## config.mk

```make
export PLATFORM = sky130hd
export DESIGN_NAME = wb_master_port_flat
export DESIGN_NICKNAME = d
export VERILOG_FILES = /design/src/rtl/wb_master_port_if.sv /design/src/rtl/wb_master_port.sv /design/src/flat_wrapper.sv
export SDC_FILE = /design/constraint.sdc
export NUM_CORES = 1
export LEC_CHECK = 0
export CAP_MARGIN = 20
export CORE_MARGIN = 1.5
export CORE_UTILIZATION = 32
export CTS_CLUSTER_SIZE = 25
export DETAILED_ROUTE_END_ITERATION = 8
export PLACE_DENSITY = 0.69
export SETUP_SLACK_MARGIN = 0.3
export SLEW_MARGIN = 20
export SYNTH_ARGS = -nofsm -noshare
export SYNTH_HDL_FRONTEND = slang
export SYNTH_SLANG_ARGS = --single-unit
```

## constraint.sdc

```tcl
create_clock -name clk_i -period 3.4 [get_ports clk_i]
set_input_delay 0.51 -clock clk_i [delete_from_list [all_inputs] [get_ports clk_i]]
set_output_delay 0.51 -clock clk_i [all_outputs]
set_load 0.005 [all_outputs]
```

## src/rtl/wb_master_port_if.sv

```systemverilog
// Bundle of request, response and Wishbone signals for wb_master_port.
// The master modport is the view taken by the initiator itself; the slave
// modport is the view of whoever surrounds it (requester and bus slave).
interface wb_master_port_if #(
  parameter int WB_DATA_WIDTH = 32,
  parameter int WB_ADDR_WIDTH = 32,
  parameter int WB_SEL_WIDTH  = 4
);

  // request stream
  logic                     req_valid_i;
  logic                     req_ready_o;
  logic [WB_ADDR_WIDTH-1:0] req_addr_i;
  logic [WB_DATA_WIDTH-1:0] req_data_i;
  logic                     req_we_i;
  logic [WB_SEL_WIDTH-1:0]  req_sel_i;

  // response stream
  logic                     rsp_valid_o;
  logic                     rsp_ready_i;
  logic [WB_DATA_WIDTH-1:0] rsp_data_o;
  logic                     rsp_err_o;

  // Wishbone classic bus
  logic [WB_ADDR_WIDTH-1:0] wb_addr_o;
  logic [WB_DATA_WIDTH-1:0] wb_data_o;
  logic                     wb_we_o;
  logic [WB_SEL_WIDTH-1:0]  wb_sel_o;
  logic                     wb_stb_o;
  logic                     wb_cyc_o;
  logic                     wb_ack_i;
  logic                     wb_err_i;
  logic [WB_DATA_WIDTH-1:0] wb_data_i;

  modport master (
    input  req_valid_i, req_addr_i, req_data_i, req_we_i, req_sel_i,
    output req_ready_o,
    output rsp_valid_o, rsp_data_o, rsp_err_o,
    input  rsp_ready_i,
    output wb_addr_o, wb_data_o, wb_we_o, wb_sel_o, wb_stb_o, wb_cyc_o,
    input  wb_ack_i, wb_err_i, wb_data_i
  );

  modport slave (
    output req_valid_i, req_addr_i, req_data_i, req_we_i, req_sel_i,
    input  req_ready_o,
    input  rsp_valid_o, rsp_data_o, rsp_err_o,
    output rsp_ready_i,
    input  wb_addr_o, wb_data_o, wb_we_o, wb_sel_o, wb_stb_o, wb_cyc_o,
    output wb_ack_i, wb_err_i, wb_data_i
  );

endinterface

```

## src/rtl/wb_master_port.sv

```systemverilog
// Single-outstanding Wishbone classic initiator.
// Accepts one request from a valid/ready stream, runs exactly one Wishbone
// cycle (no bursts, no pipelining) and hands back a valid/ready response.
// Optional bus-wait timeout: define WB_MASTER_TIMEOUT_EN to enable it; when
// undefined the initiator waits indefinitely for ack/err.
module wb_master_port #(
  parameter int WB_DATA_WIDTH  = 32,
  parameter int WB_ADDR_WIDTH  = 32,
  parameter int WB_SEL_WIDTH   = 4,
  parameter int TIMEOUT_CYCLES = 255
) (
  input  logic               clk_i,
  input  logic               rst_i,
  wb_master_port_if.master   bus
);

  typedef enum logic [1:0] {
    S_IDLE = 2'd0,
    S_BUS  = 2'd1,
    S_RESP = 2'd2
  } state_t;

  state_t r_state;
  state_t w_state_next;

  // Wishbone side registers
  logic [WB_ADDR_WIDTH-1:0] r_wb_addr;
  logic [WB_ADDR_WIDTH-1:0] w_wb_addr_next;
  logic [WB_DATA_WIDTH-1:0] r_wb_data;
  logic [WB_DATA_WIDTH-1:0] w_wb_data_next;
  logic                     r_wb_we;
  logic                     w_wb_we_next;
  logic [WB_SEL_WIDTH-1:0]  r_wb_sel;
  logic [WB_SEL_WIDTH-1:0]  w_wb_sel_next;
  logic                     r_wb_stb;
  logic                     w_wb_stb_next;
  logic                     r_wb_cyc;
  logic                     w_wb_cyc_next;

  // response side registers
  logic                     r_rsp_valid;
  logic                     w_rsp_valid_next;
  logic                     r_rsp_err;
  logic                     w_rsp_err_next;
  logic [WB_DATA_WIDTH-1:0] r_rsp_data;
  logic [WB_DATA_WIDTH-1:0] w_rsp_data_next;

  logic                     w_timeout;

`ifdef WB_MASTER_TIMEOUT_EN
  localparam int CNT_W = $clog2(TIMEOUT_CYCLES + 1);
  localparam logic [CNT_W-1:0] CNT_LAST = CNT_W'(TIMEOUT_CYCLES - 1);

  logic [CNT_W-1:0] r_wait_cnt;
  logic [CNT_W-1:0] w_wait_cnt_next;

  // The counter holds the number of completed BUS cycles without ack/err,
  // so reaching TIMEOUT_CYCLES-1 means this is the last allowed cycle.
  assign w_timeout = (r_wait_cnt == CNT_LAST);

  // Wait counter register; cleared by reset so a stale count never leaks
  // into the next cycle.
  always_ff @(posedge clk_i or posedge rst_i) begin
    if (rst_i) begin
      r_wait_cnt <= '0;
    end else begin
      r_wait_cnt <= w_wait_cnt_next;
    end
  end
`else
  // Without the timeout the bus waits forever; keep the parameter referenced
  // so it stays visible in both builds.
  logic w_unused_timeout;
  assign w_unused_timeout = (TIMEOUT_CYCLES > 0);
  assign w_timeout        = 1'b0;
`endif

  // Ready is purely a function of state: only IDLE can take a request.
  assign bus.req_ready_o = (r_state == S_IDLE);

  assign bus.wb_addr_o   = r_wb_addr;
  assign bus.wb_data_o   = r_wb_data;
  assign bus.wb_we_o     = r_wb_we;
  assign bus.wb_sel_o    = r_wb_sel;
  assign bus.wb_stb_o    = r_wb_stb;
  assign bus.wb_cyc_o    = r_wb_cyc;

  assign bus.rsp_valid_o = r_rsp_valid;
  assign bus.rsp_err_o   = r_rsp_err;
  assign bus.rsp_data_o  = r_rsp_data;

  // State and output registers; reset asynchronously drops cyc/stb and
  // discards any transaction or pending response.
  always_ff @(posedge clk_i or posedge rst_i) begin
    if (rst_i) begin
      r_state     <= S_IDLE;
      r_wb_addr   <= '0;
      r_wb_data   <= '0;
      r_wb_we     <= 1'b0;
      r_wb_sel    <= '0;
      r_wb_stb    <= 1'b0;
      r_wb_cyc    <= 1'b0;
      r_rsp_valid <= 1'b0;
      r_rsp_err   <= 1'b0;
      r_rsp_data  <= '0;
    end else begin
      r_state     <= w_state_next;
      r_wb_addr   <= w_wb_addr_next;
      r_wb_data   <= w_wb_data_next;
      r_wb_we     <= w_wb_we_next;
      r_wb_sel    <= w_wb_sel_next;
      r_wb_stb    <= w_wb_stb_next;
      r_wb_cyc    <= w_wb_cyc_next;
      r_rsp_valid <= w_rsp_valid_next;
      r_rsp_err   <= w_rsp_err_next;
      r_rsp_data  <= w_rsp_data_next;
    end
  end

  // Next-state and next-output decode; every register holds unless a
  // transition below says otherwise.
  always_comb begin
    w_state_next     = r_state;
    w_wb_addr_next   = r_wb_addr;
    w_wb_data_next   = r_wb_data;
    w_wb_we_next     = r_wb_we;
    w_wb_sel_next    = r_wb_sel;
    w_wb_stb_next    = r_wb_stb;
    w_wb_cyc_next    = r_wb_cyc;
    w_rsp_valid_next = r_rsp_valid;
    w_rsp_err_next   = r_rsp_err;
    w_rsp_data_next  = r_rsp_data;
`ifdef WB_MASTER_TIMEOUT_EN
    w_wait_cnt_next  = r_wait_cnt;
`endif

    case (r_state)
      S_IDLE: begin
        // ack/err arriving here are stray and deliberately ignored.
        if (bus.req_valid_i) begin
          w_wb_addr_next = bus.req_addr_i;
          w_wb_data_next = bus.req_data_i;
          w_wb_we_next   = bus.req_we_i;
          w_wb_sel_next  = bus.req_sel_i;
          w_wb_cyc_next  = 1'b1;
          w_wb_stb_next  = 1'b1;
          w_state_next   = S_BUS;
`ifdef WB_MASTER_TIMEOUT_EN
          w_wait_cnt_next = '0;
`endif
        end
      end

      S_BUS: begin
        // Error has priority over a simultaneous ack; both beat the timeout.
        if (bus.wb_err_i) begin
          w_wb_cyc_next    = 1'b0;
          w_wb_stb_next    = 1'b0;
          w_wb_we_next     = 1'b0;
          w_rsp_err_next   = 1'b1;
          w_rsp_data_next  = '0;
          w_rsp_valid_next = 1'b1;
          w_state_next     = S_RESP;
        end else if (bus.wb_ack_i) begin
          w_wb_cyc_next    = 1'b0;
          w_wb_stb_next    = 1'b0;
          w_wb_we_next     = 1'b0;
          w_rsp_err_next   = 1'b0;
          w_rsp_data_next  = r_wb_we ? '0 : bus.wb_data_i;
          w_rsp_valid_next = 1'b1;
          w_state_next     = S_RESP;
        end else if (w_timeout) begin
          w_wb_cyc_next    = 1'b0;
          w_wb_stb_next    = 1'b0;
          w_wb_we_next     = 1'b0;
          w_rsp_err_next   = 1'b1;
          w_rsp_data_next  = '0;
          w_rsp_valid_next = 1'b1;
          w_state_next     = S_RESP;
        end else begin
`ifdef WB_MASTER_TIMEOUT_EN
          w_wait_cnt_next = r_wait_cnt + 1'b1;
`endif
        end
      end

      S_RESP: begin
        // Response stays frozen until consumed; IDLE then costs one cycle
        // before the next request can be taken.
        if (bus.rsp_ready_i) begin
          w_rsp_valid_next = 1'b0;
          w_state_next     = S_IDLE;
        end
      end

      default: begin
        w_state_next = S_IDLE;
      end
    endcase
  end

endmodule

```

## src/flat_wrapper.sv

```systemverilog
// flat-port wrapper written by rule: the top's interface ports become plain ports
module wb_master_port_flat 
#(
  parameter int WB_DATA_WIDTH  = 32,
  parameter int WB_ADDR_WIDTH  = 32,
  parameter int WB_SEL_WIDTH   = 4,
  parameter int TIMEOUT_CYCLES = 255
)
  (clk_i, rst_i, bus_req_valid_i, bus_req_addr_i, bus_req_data_i, bus_req_we_i, bus_req_sel_i, bus_req_ready_o, bus_rsp_valid_o, bus_rsp_data_o, bus_rsp_err_o, bus_rsp_ready_i, bus_wb_addr_o, bus_wb_data_o, bus_wb_we_o, bus_wb_sel_o, bus_wb_stb_o, bus_wb_cyc_o, bus_wb_ack_i, bus_wb_err_i, bus_wb_data_i);
  wb_master_port_if #(.WB_DATA_WIDTH(WB_DATA_WIDTH), .WB_ADDR_WIDTH(WB_ADDR_WIDTH), .WB_SEL_WIDTH(WB_SEL_WIDTH)) bus_i ();
  input  logic clk_i;
  input  logic rst_i;
  input wire logic [$bits(bus_i.req_valid_i)-1:0] bus_req_valid_i;
  input wire logic [$bits(bus_i.req_addr_i)-1:0] bus_req_addr_i;
  input wire logic [$bits(bus_i.req_data_i)-1:0] bus_req_data_i;
  input wire logic [$bits(bus_i.req_we_i)-1:0] bus_req_we_i;
  input wire logic [$bits(bus_i.req_sel_i)-1:0] bus_req_sel_i;
  output wire logic [$bits(bus_i.req_ready_o)-1:0] bus_req_ready_o;
  output wire logic [$bits(bus_i.rsp_valid_o)-1:0] bus_rsp_valid_o;
  output wire logic [$bits(bus_i.rsp_data_o)-1:0] bus_rsp_data_o;
  output wire logic [$bits(bus_i.rsp_err_o)-1:0] bus_rsp_err_o;
  input wire logic [$bits(bus_i.rsp_ready_i)-1:0] bus_rsp_ready_i;
  output wire logic [$bits(bus_i.wb_addr_o)-1:0] bus_wb_addr_o;
  output wire logic [$bits(bus_i.wb_data_o)-1:0] bus_wb_data_o;
  output wire logic [$bits(bus_i.wb_we_o)-1:0] bus_wb_we_o;
  output wire logic [$bits(bus_i.wb_sel_o)-1:0] bus_wb_sel_o;
  output wire logic [$bits(bus_i.wb_stb_o)-1:0] bus_wb_stb_o;
  output wire logic [$bits(bus_i.wb_cyc_o)-1:0] bus_wb_cyc_o;
  input wire logic [$bits(bus_i.wb_ack_i)-1:0] bus_wb_ack_i;
  input wire logic [$bits(bus_i.wb_err_i)-1:0] bus_wb_err_i;
  input wire logic [$bits(bus_i.wb_data_i)-1:0] bus_wb_data_i;
  assign bus_i.req_valid_i = bus_req_valid_i;
  assign bus_i.req_addr_i = bus_req_addr_i;
  assign bus_i.req_data_i = bus_req_data_i;
  assign bus_i.req_we_i = bus_req_we_i;
  assign bus_i.req_sel_i = bus_req_sel_i;
  assign bus_req_ready_o = bus_i.req_ready_o;
  assign bus_rsp_valid_o = bus_i.rsp_valid_o;
  assign bus_rsp_data_o = bus_i.rsp_data_o;
  assign bus_rsp_err_o = bus_i.rsp_err_o;
  assign bus_i.rsp_ready_i = bus_rsp_ready_i;
  assign bus_wb_addr_o = bus_i.wb_addr_o;
  assign bus_wb_data_o = bus_i.wb_data_o;
  assign bus_wb_we_o = bus_i.wb_we_o;
  assign bus_wb_sel_o = bus_i.wb_sel_o;
  assign bus_wb_stb_o = bus_i.wb_stb_o;
  assign bus_wb_cyc_o = bus_i.wb_cyc_o;
  assign bus_i.wb_ack_i = bus_wb_ack_i;
  assign bus_i.wb_err_i = bus_wb_err_i;
  assign bus_i.wb_data_i = bus_wb_data_i;
  wb_master_port #(.WB_DATA_WIDTH(WB_DATA_WIDTH), .WB_ADDR_WIDTH(WB_ADDR_WIDTH), .WB_SEL_WIDTH(WB_SEL_WIDTH), .TIMEOUT_CYCLES(TIMEOUT_CYCLES)) u_core (.clk_i(clk_i), .rst_i(rst_i), .bus(bus_i));
endmodule
```

==> summary.md <==
| Metric | Value |
|---|---|
| Post-DRT Antenna Nets | `0` |
| Placement Cell Area | `6550 um2` |
| Root buffer cell | `clkbuf_16` |
| Yosys reg bits | `106` |
| CTS Hold Buffers Added | `0` |
| Layout cells sized above 1 | `0.1648` |
| Int Pwr | `4.267 mW` |
| Routed length per instance | `14.97 um` |
| Cells resized by post-CTS repair | `0` |
| Setup_tns | `0 ns` |
| YS warnings | `0` |
| Syn Inst Count | `307` |
| Die area | `14,230 um2` |
| RSZ-0062 raised after global routing | `false` |
| Fillers | `1,174` |
| # diodes | `0` |
| Synth cell count leaders | `dfrtp_1 (106), mux2_2 (50), inv_1 (35), nand2_1 (35), mux2i_1 (33)` |
| Pin count of the biggest net entering global routing | `107` |
| Worst skew pair latency | `0.35 ns` |
| DRT Wirelength | `10.45 mm` |
| # IOs | `213` |
| Crit Path Max Fanout | `33` |
| Starting density of the core | `0.3267` |
| Net Sw Frac | `0.2769` |
| Num rows | `42` |
| Hold Fails Final Rpt | `0` |
| Seq/Total Area, Yosys | `0.6131` |
| Ranking of synthesized cells by area | `dfrtp_1 (61%), mux2_2 (13%), mux2i_1 (7.6%)` |
| Mean Syn Cell Area | `14.09 um2` |
| MaxCap Viol Count | `0` |
| Final Non-Filler Cells | `698` |
| Final Core Density | `0.5192` |
| Global-route usage over all layers | `0.1510` |
| TritonRoute pass-1 iters | `4` |
| Final worst path period need | `2.090 ns` |
| Netlist cell types | `20` |
| Worst EP required | `3.66 ns` |
| Inst Count DP | `682` |
| Critical-path top delay cell | `and2b_2` |
| Setup Fix Bufs, Post-CTS | `0` |
| Global route overflow | `0` |
| H-Tree Depth | `3` |
| Placer Congestion | `0.6902` |
| Launching element type of the critical path | `input pin` |
| First-pass GRT wire length | `16.92 mm` |
| Slew HR | `0.3445` |
| Ys flop type | `dfrtp_1` |
| Switching Power | `1.634 mW` |
| Area leader, netlist | `dfrtp_1` |
| Final period util | `0.6147` |
| CP endpoint kind | `register` |
| DP HPWL | `7.463 mm` |
| Clk_skew | `0.006804 ns` |
| Leak | `2.871 nW` |
| Syn Nets | `414` |
| Vias in the first global route | `3,316` |
| Syn Std Cell Area | `4327 um2` |
| TritonCTS clock tree | `done` |
| CTS Buffer Depth | `2` |
| Clock Power Share | `0.188` |
| Peak supply drop | `373.0 uV` |
| Comb pwr share | `0.434` |
| Synth async-reset ratio | `1.000` |
| CP cell instances | `clkdlybuf4s50_1, nor2_1, and2b_2, mux2i_1` |
| Setup CP Type | `input pin to register` |
| Final Max Tran Viols | `0` |
| Setup-failing EPs final | `0` |
| CP arrival | `2.35 ns` |
| Port bufs | `212` |
| Die Wd | `119.3 um` |
| Area of the core | `13,240 um2` |
| Worst path max stage delay | `0.87 ns` |
| Most numerous cell in the Yosys netlist | `dfrtp_1` |
| PwrDens | `858.3 nW/um2` |
| Worst Hold Class | `register to register` |
| Reg power frac | `0.378` |
| Final #Nets | `624` |
| Vias per Instance | `4.342` |
| Die Height | `119.3 um` |
| DR DRC count | `0` |
| Worst Tran Pin Value | `0.9833 ns` |
| Design Area, Final | `6875 um2` |
| Layout area overhead | `58.91%` |
| Vias | `3,031` |
| CTS Buf Count | `9` |
| Status | `completed` |
| Post-synth top area share | `0.6131` |
| Sinks on Clock Net | `106` |
| Number of flops mapped to enable cells by yosys | `0` |
| Initial DRC Count | `82` |
| Initial antenna violation count | `0` |
| Clk pin slew, worst setup/hold paths | `0.07 ns` |
| Max Freq | `478.5 MHz` |
layout by cell type, fill, tap and decap left out, drive strengths merged:
| cell type | synthesis | final |
|---|---|---|
| o31ai | 1 | 1 |
| nor3b | 1 | 1 |
| mux2i | 33 | 33 |
| or2b | 1 | 1 |
| inv | 35 | 34 |
| and2b | 1 | 1 |
| nand2 | 35 | 35 |
| clkbuf | 3 | 13 |
| clkinvlp | 0 | 3 |
| nor2b | 1 | 1 |
| a22o | 1 | 1 |
| a21o | 1 | 1 |
| clkdlybuf4s50 | 0 | 212 |
| o21ai | 3 | 3 |
| buf | 13 | 3 |
| mux2 | 68 | 68 |
| nor2 | 4 | 4 |
| dfrtp | 106 | 106 |
| bufinv | 0 | 1 |
final timing paths:
check | from | end | slack [ns] | depth (start not counted)
worst max register to register | u_core.r_state[1] | u_core.bus.wb_data_o[3] | 1.49 | 3
worst min-delay path | u_core.bus.wb_data_o[27] | u_core.bus.wb_data_o[27] | 0.49 | 1
worst min register to register | u_core.bus.wb_data_o[27] | u_core.bus.wb_data_o[27] | 0.49 | 1
worst max-delay path | bus_wb_err_i | u_core.bus.rsp_data_o[31] | 1.31 | 4
min in group asynchronous | rst_i | u_core.bus.wb_data_o[23] | 0.69 | 3
max in group asynchronous | rst_i | u_core.bus.rsp_data_o[21] | 2.29 | 3
critical path, delay by kind of cell:
family,cells,cell delay [ns]
AND/OR/NAND/NOR,2,0.95
buffers and inverters,1,0.59
multiplexers,1,0.28
power groups by stage:
stage | clock [mW] | combinational [mW] | sequential, mW
2_1_floorplan | 0 | 1.07 | 2.26
3_3_place_gp | 0 | 2.56 | 2.22
3_5_place_dp | 0 | 2.60 | 2.25
4_1_cts | 1.15 | 2.61 | 2.24
5_1_grt | 1.21 | 2.76 | 2.31
6_report | 1.11 | 2.56 | 2.23
cell families (layout without fill, tap and decap cells):
family / after synthesis / count (layout) / synth area share
buffers and inverters: 51 / 266 / 0.07201
flip-flops: 106 / 106 / 0.6131
AO/OA/AOI/OAI: 6 / 6 / 0.009254
multiplexers: 101 / 101 / 0.2620
AND/OR/NAND/NOR: 43 / 43 / 0.04367
metal layers:
layer	up-vias	wire length (um)	global-route usage	part of all wire
met4	0	165	0.06099	0.016
met1	1470	4317	0.1831	0.41
met5	-	0	0	0
li1	1420	-	-	-
met2	131	5070	0.2486	0.49
met3	10	894	0.04885	0.086
sequential cells by signal, indices dropped and copies added, names as in the netlist:
signal and count:
u_core.bus.wb_cyc_o 1, u_core.bus.wb_data_o 32, u_core.r_state 2, u_core.bus.rsp_valid_o 1, u_core.bus.wb_we_o 1, u_core.bus.rsp_data_o 32
u_core.bus.wb_sel_o 4, u_core.bus.wb_addr_o 32, u_core.bus.rsp_err_o 1
stage by stage:
stage	total power [mW]	hold slack, ns	setup WS (ns)
final	5.901	0.4864	1.310
after CTS	6.000	0.4906	1.314
after detailed placement	4.850	0.4757	0.9434
after global routing	6.276	0.5147	1.198
after floorplan	3.328	0.4828	1.616
after global placement	4.779	0.4705	0.9911
final cells by class:
cell class	instances	area (um2)	share of cell area
clock inverter	3	45.04	0.006551
timing repair buffer	215	2170	0.3156
inverter	35	135.1	0.01965
clock buffer	13	280.3	0.04076
sequential	106	2653	0.3858
tap	176	220.2	0.03203
multi-input combinational	150	1373	0.1996
Power figures use the tool's default switching activity.
